File: config.mk
export PLATFORM = sky130hd
export DESIGN_NAME = conway_engine
export DESIGN_NICKNAME = d
export VERILOG_FILES = /design/src/rtl/conway_pkg.sv /design/src/rtl/conway_cell.sv /design/src/rtl/conway_engine.sv
export SDC_FILE = /design/constraint.sdc
export NUM_CORES = 2
export LEC_CHECK = 0
export BUFFER_PORTS_ARGS = -buffer_cell sky130_fd_sc_hd__buf_2
export CAP_MARGIN = 20
export CELL_PAD_IN_SITES_DETAIL_PLACEMENT = 0
export CELL_PAD_IN_SITES_GLOBAL_PLACEMENT = 1
export CORE_ASPECT_RATIO = 0.7
export CORE_MARGIN = 1.5
export CORE_UTILIZATION = 47
export DETAILED_ROUTE_END_ITERATION = 7
export MAX_ROUTING_LAYER = met4
export PLACE_DENSITY = 0.87
export SLEW_MARGIN = 20
export SYNTH_ARGS = -nofsm -noshare
export SYNTH_HDL_FRONTEND = slang
export SYNTH_SLANG_ARGS = --single-unit
File: constraint.sdc
create_clock -name clk -period 7.9 [get_ports clk]
set_input_delay 1.185 -clock clk [delete_from_list [all_inputs] [get_ports clk]]
set_output_delay 1.185 -clock clk [all_outputs]
set_load 0.05 [all_outputs]
File: src/rtl/conway_pkg.sv
// Shared types and constants for the conway_engine Life-like cellular automaton.
package conway_pkg;

  // Controller states
  typedef enum logic [1:0] {
    PAUSED = 2'd0,
    RUN    = 2'd1,
    STEP   = 2'd2
  } state_e;

  // Common rule masks: bit k set = rule fires with k live neighbours
  localparam logic [8:0] RULE_B3      = 9'h008;
  localparam logic [8:0] RULE_S23     = 9'h00C;
  localparam logic [8:0] HIGHLIFE_B36 = 9'h048;

  // Row-major linear index of cell (r,c); the packed bit is N-1-idx
  function automatic int idx(input int r, input int c, input int cols);
    return r * cols + c;
  endfunction

endpackage

File: src/rtl/conway_cell.sv
// Single-cell Life-like update: counts live neighbours and applies birth/survive masks.
module conway_cell (
  input  logic [7:0] nbrs,
  input  logic       self_bit,
  input  logic [8:0] birth_mask,
  input  logic [8:0] survive_mask,
  output logic       next_bit
);

  logic [3:0] n;

  // Neighbour population count and rule lookup
  always_comb begin
    n = '0;
    for (int unsigned i = 0; i < 8; i++) begin
      n = n + 4'(nbrs[i]);
    end
    next_bit = self_bit ? survive_mask[n] : birth_mask[n];
  end

endmodule

File: src/rtl/conway_engine.sv
// ROWS x COLS Life-like automaton with run/pause/step control and generation counter.
// Optional macro CONWAY_STABLE_DETECT_EN: period-1/period-2 detection with auto-pause.
module conway_engine
  import conway_pkg::*;
#(
  parameter int ROWS    = 16,
  parameter int COLS    = 16,
  parameter int WRAP    = 1,
  parameter int GEN_W   = 16,
  parameter int AUTORUN = 1
) (
  input  logic                 clk,
  input  logic                 reset,
  input  logic [ROWS*COLS-1:0] seed,
  input  logic                 load,
  input  logic                 run,
  input  logic                 pause,
  input  logic                 step,
  input  logic [8:0]           birth_mask,
  input  logic [8:0]           survive_mask,
  output logic [ROWS*COLS-1:0] cells,
  output logic [GEN_W-1:0]     generation,
  output logic                 running,
  output logic                 extinct,
  output logic                 stable
);

  localparam int N = ROWS * COLS;

  logic [N-1:0]     cells_q, cells_d;
  logic [N-1:0]     next_grid;
  logic [GEN_W-1:0] gen_q, gen_d;
  state_e           state_q, state_d;
  logic             update;
  logic             stable_hit;

  // Neighbour wiring; out-of-grid taps read 0 when WRAP is off
  for (genvar r = 0; r < ROWS; r++) begin : g_row
    for (genvar c = 0; c < COLS; c++) begin : g_col
      localparam int RU  = (r == 0) ? ROWS - 1 : r - 1;
      localparam int RD  = (r == ROWS - 1) ? 0 : r + 1;
      localparam int CL  = (c == 0) ? COLS - 1 : c - 1;
      localparam int CR  = (c == COLS - 1) ? 0 : c + 1;
      localparam bit TE  = (WRAP == 0) && (r == 0);
      localparam bit BE  = (WRAP == 0) && (r == ROWS - 1);
      localparam bit LE  = (WRAP == 0) && (c == 0);
      localparam bit RE  = (WRAP == 0) && (c == COLS - 1);
      localparam int BIT = N - 1 - idx(r, c, COLS);

      logic [7:0] nb;
      assign nb[0] = (TE || LE) ? 1'b0 : cells_q[N-1-idx(RU, CL, COLS)];
      assign nb[1] = TE         ? 1'b0 : cells_q[N-1-idx(RU, c,  COLS)];
      assign nb[2] = (TE || RE) ? 1'b0 : cells_q[N-1-idx(RU, CR, COLS)];
      assign nb[3] = LE         ? 1'b0 : cells_q[N-1-idx(r,  CL, COLS)];
      assign nb[4] = RE         ? 1'b0 : cells_q[N-1-idx(r,  CR, COLS)];
      assign nb[5] = (BE || LE) ? 1'b0 : cells_q[N-1-idx(RD, CL, COLS)];
      assign nb[6] = BE         ? 1'b0 : cells_q[N-1-idx(RD, c,  COLS)];
      assign nb[7] = (BE || RE) ? 1'b0 : cells_q[N-1-idx(RD, CR, COLS)];

      conway_cell u_cell (
        .nbrs        (nb),
        .self_bit    (cells_q[BIT]),
        .birth_mask  (birth_mask),
        .survive_mask(survive_mask),
        .next_bit    (next_grid[BIT])
      );
    end
  end

  // A generation is computed in RUN and STEP unless a load takes the edge
  always_comb begin
    update = !load && ((state_q == RUN) || (state_q == STEP));
  end

  // Next-state logic: pause > run > step; load freezes the state
  always_comb begin
    state_d = state_q;
    unique case (state_q)
      PAUSED: begin
        if (pause)     state_d = PAUSED;
        else if (run)  state_d = RUN;
        else if (step) state_d = STEP;
      end
      RUN: begin
        if (pause) state_d = PAUSED;
      end
      STEP: begin
        state_d = (run && !pause) ? RUN : PAUSED;
      end
      default: state_d = PAUSED;
    endcase
    if (stable_hit && (state_q == RUN)) state_d = PAUSED;
    if (load) state_d = state_q;
  end

  // Grid and generation counter next values
  always_comb begin
    cells_d = cells_q;
    gen_d   = gen_q;
    if (load) begin
      cells_d = seed;
      gen_d   = '0;
    end else if (update) begin
      cells_d = next_grid;
      gen_d   = gen_q + GEN_W'(1);
    end
  end

  // Core registers with synchronous active-low reset
  always_ff @(posedge clk) begin
    if (!reset) begin
      cells_q <= seed;
      gen_q   <= '0;
      state_q <= (AUTORUN != 0) ? RUN : PAUSED;
    end else begin
      cells_q <= cells_d;
      gen_q   <= gen_d;
      state_q <= state_d;
    end
  end

`ifdef CONWAY_STABLE_DETECT_EN
  // prev_q is one generation behind cells_q, so next_grid==prev_q means period 2
  logic [N-1:0] prev_q, prev_d;
  logic [1:0]   age_q, age_d;
  logic         stable_q, stable_d;

  // History, generations-since-load age and stability flag next values
  always_comb begin
    prev_d     = prev_q;
    age_d      = age_q;
    stable_d   = stable_q;
    stable_hit = 1'b0;
    if (load) begin
      age_d    = '0;
      stable_d = 1'b0;
    end else if (update) begin
      prev_d     = cells_q;
      age_d      = (age_q == 2'd2) ? age_q : age_q + 2'd1;
      stable_hit = (age_q == 2'd2) && ((next_grid == cells_q) || (next_grid == prev_q));
      stable_d   = stable_hit;
    end
  end

  // History registers
  always_ff @(posedge clk) begin
    if (!reset) begin
      prev_q   <= '0;
      age_q    <= '0;
      stable_q <= 1'b0;
    end else begin
      prev_q   <= prev_d;
      age_q    <= age_d;
      stable_q <= stable_d;
    end
  end

  assign stable = stable_q;
`else
  assign stable_hit = 1'b0;
  assign stable     = 1'b0;
`endif

  assign cells      = cells_q;
  assign generation = gen_q;
  assign running    = (state_q == RUN);
  assign extinct    = (cells_q == '0);

endmodule

==> results.sh <==
export IMPL_ys_top_cells_by_area="fa_1 21%, mux4_2 19%, ha_1 11%"
export IMPL_cts_setup_buffers=0
export IMPL_synth_nets=11800
export IMPL_drtIter0Drc=11400
export IMPL_busiest_layer="met2"
export IMPL_final_nets=11400
export IMPL_finalHoldViolCount=0
export IMPL_synthFlopType="edfxtp_1"
export IMPL_skew_ps=23.7
export IMPL_path_buf_inv=2
export IMPL_ys_ff_latch=274
export IMPL_r2r_setup_slack_ps=2680
export IMPL_crit_end="extinct"
export IMPL_gr_usage_met3_pct=14.8
export IMPL_globalRouteMet2Util_pct=53.0
export IMPL_r2r_end="cells[142]"
export IMPL_fmax_mhz=169
export IMPL_fin_crit_ps=5920
export IMPL_maxCapViolCount=0
export IMPL_synthDistinctLibCells=46
export IMPL_postCtsResizedCells=0
export IMPL_yosysWarnings=0
export IMPL_die_h_um=385
export IMPL_floorplan_rows=139
export IMPL_synth_edf_count=256
export IMPL_arrival_ps=4730
export IMPL_place_congestion=0.953
export IMPL_use_met1_pct=45.9
export IMPL_final_min_period_over_clock_period_pct=74.9
export IMPL_rsz0062_at_grt="no"
export IMPL_cp_end_kind="output port"
export IMPL_ioPinCount=555
export IMPL_hpwl_um=267000
export IMPL_antenna_found_initial=18
export IMPL_grt_pass1_vias=84400
export IMPL_cp_max_fo=8
export IMPL_clkSinkCount=274
export IMPL_routedWlPerCell_um=33.0
export IMPL_drive_gt1_share_pct=20.0
export IMPL_cp_depth=7
export IMPL_core_um2=206000
export IMPL_r2r_start="cells[159]"
export IMPL_clock_latency_ps=710
export IMPL_worst_pin_slew_ps=1150
export IMPL_clkSlewWorstSetupHoldPaths_ps=60
export IMPL_drtPass1Iterations=7
export IMPL_routed_wl_um=397000
export IMPL_yosysTopAreaCell="fa_1"
export IMPL_grt_pass1_wl_um=574000
export IMPL_dieWidth_um=549
export IMPL_cp_top_family="simple AND/OR/NAND/NOR gates"
export IMPL_syn_inst=9612
export IMPL_slowest_delay_ps=770
export IMPL_yosysTopAreaCellShare_pct=20.9
export IMPL_timing_setup_tns_ps=0
export IMPL_grt_max_degree=134
export IMPL_numPortBuffers=553
export IMPL_setup_violations=0
export IMPL_ctsLongestPathBuffers=3
export IMPL_detail_route_antenna_nets=0
export IMPL_vias=83200
export IMPL_critPathMostFrequentCell="nand4_1"
export IMPL_hold_path_class="reg2reg"
export IMPL_crit_start="cells[25]"
export IMPL_cts_hold_buf=0
export IMPL_initial_utilization_pct=47.5
export IMPL_dieArea_um2=211000
export IMPL_cts_tree="yes"
export IMPL_syn_to_final_growth_pct=3.85
export IMPL_synth_async_reset_ratio_pct=0
export IMPL_crit_path_cell_trace="inv_1, ha_1, nand4_1, nor4_1, nand4_1, nor2_1, buf_2"
export IMPL_final_common_cell="inv_1"
export IMPL_grt_usage_pct=38.1
export IMPL_status="complete, no violations"
export IMPL_final_max_slew_viol_count=0
export IMPL_ys_seq_area_share_pct=8.22
export IMPL_critPathRequiredTime_ps=6710
export IMPL_cts_htree_levels=2
export IMPL_path_class="reg2out"
export IMPL_start_kind="flip-flop"
export IMPL_netlist_area_um2=97900
export IMPL_worst_r2r_path_depth=13
export IMPL_cp_slowest_cell="nor4_1"
export IMPL_final_cell_mix="1,285 x inv_1, 1,024 x fa_1, 900 x ha_1"
export IMPL_slew_headroom_pct=23.5
export IMPL_via_per_inst=6.93
export IMPL_route_detailed_drc=0
export IMPL_cts_root_buf="clkbuf_16"
export IMPL_cts_buffers=46
export IMPL_syn_avg_cell_area_um2=10.2
export IMPL_grt_ovfl_total=0
layout make-up:
type | instances | area [um^2]
Tap cell | 2749 | 3440
Timing Repair Buffer | 679 | 4100
Multi-Input combinational cell | 6920 | 79800
Clock buffer | 57 | 1260
Sequential cell | 274 | 8050
Clock inverter | 28 | 186
Antenna cell | 16 | 40.0
Fill cell | 18400 | 104000
Inverter | 1285 | 4820
kinds of logic after synthesis:
group,share of synthesized area [%]
AO/OA/AOI/OAI,6.35
XOR/XNOR,2.42
adder cells (fa/ha/maj),32.4
buffers and inverters,10.3
flip-flops,8.22
multiplexers,29.5
other,0.00383
AND/OR/NAND/NOR,10.8
worst min path at each step:
| stage | cells past startpoint | end | startpoint | slack [ps] |
|---|---|---|---|---|
| 3_5_place_dp | 2 | generation[15] | generation[15] | 500 |
| 6_report | 2 | generation[15] | generation[15] | 520 |
| 5_1_grt | 2 | generation[15] | generation[15] | 560 |
| 4_1_cts | 2 | generation[15] | generation[15] | 520 |
| 2_1_floorplan | 2 | state_q[1] | state_q[1] | 510 |
| 3_3_place_gp | 2 | generation[15] | generation[15] | 490 |
tightest hold or removal path, stage by stage (launching register included):
cell and delay [ps]:
dfxtp_1 340, xor2_1 70, nor2_1 80
cell usage after synthesis (all sizes together), types with 44 or more instances:
| library cell | number |
|---|---|
| mux2i | 757 |
| and3 | 44 |
| or3b | 55 |
| clkbuf | 835 |
| fa | 1024 |
| mux4 | 813 |
| a31oi | 105 |
| nand2b | 171 |
| ha | 900 |
| o21a | 167 |
| nand2 | 303 |
| xor2 | 45 |
| nand3 | 226 |
| buf | 298 |
| o21ai | 395 |
| o211ai | 84 |
| nor2 | 256 |
| inv | 1285 |
| edfxtp | 256 |
| nand4 | 135 |
| nor2b | 258 |
| nor3b | 291 |
| nor3 | 46 |
| xnor2 | 226 |
| a21oi | 159 |
| mux2 | 266 |
per-stage QoR:
step / hold WS [ps] / cells / area [um^2] / util, % / worst slack (ps)
after floorplan: 509 / 9612 / 97900 / - / 2680
after global placement: 491 / 11900 / 100000 / 48.6 / 2890
after detailed placement: 501 / 11900 / 100000 / 48.6 / 2750
after CTS: 523 / 12000 / 102000 / 49.3 / 2180
after global routing: 556 / 12000 / 102000 / 49.3 / 2110
final: 523 / 12000 / 102000 / 49.4 / 1980
registers in the layout, indices dropped and copies added, names as in the netlist:
register    cells
cells         256
generation     16
state_q         2
routing by layer:
layer	up-vias	share of wire, %
met5	-	0
met4	0	7.8
met3	1720	17
met2	7365	41
met1	41200	34
li1	32900	-
Power is not shown: default switching activity piles up to over one toggle a cycle in this logic, so the estimate is an artifact.
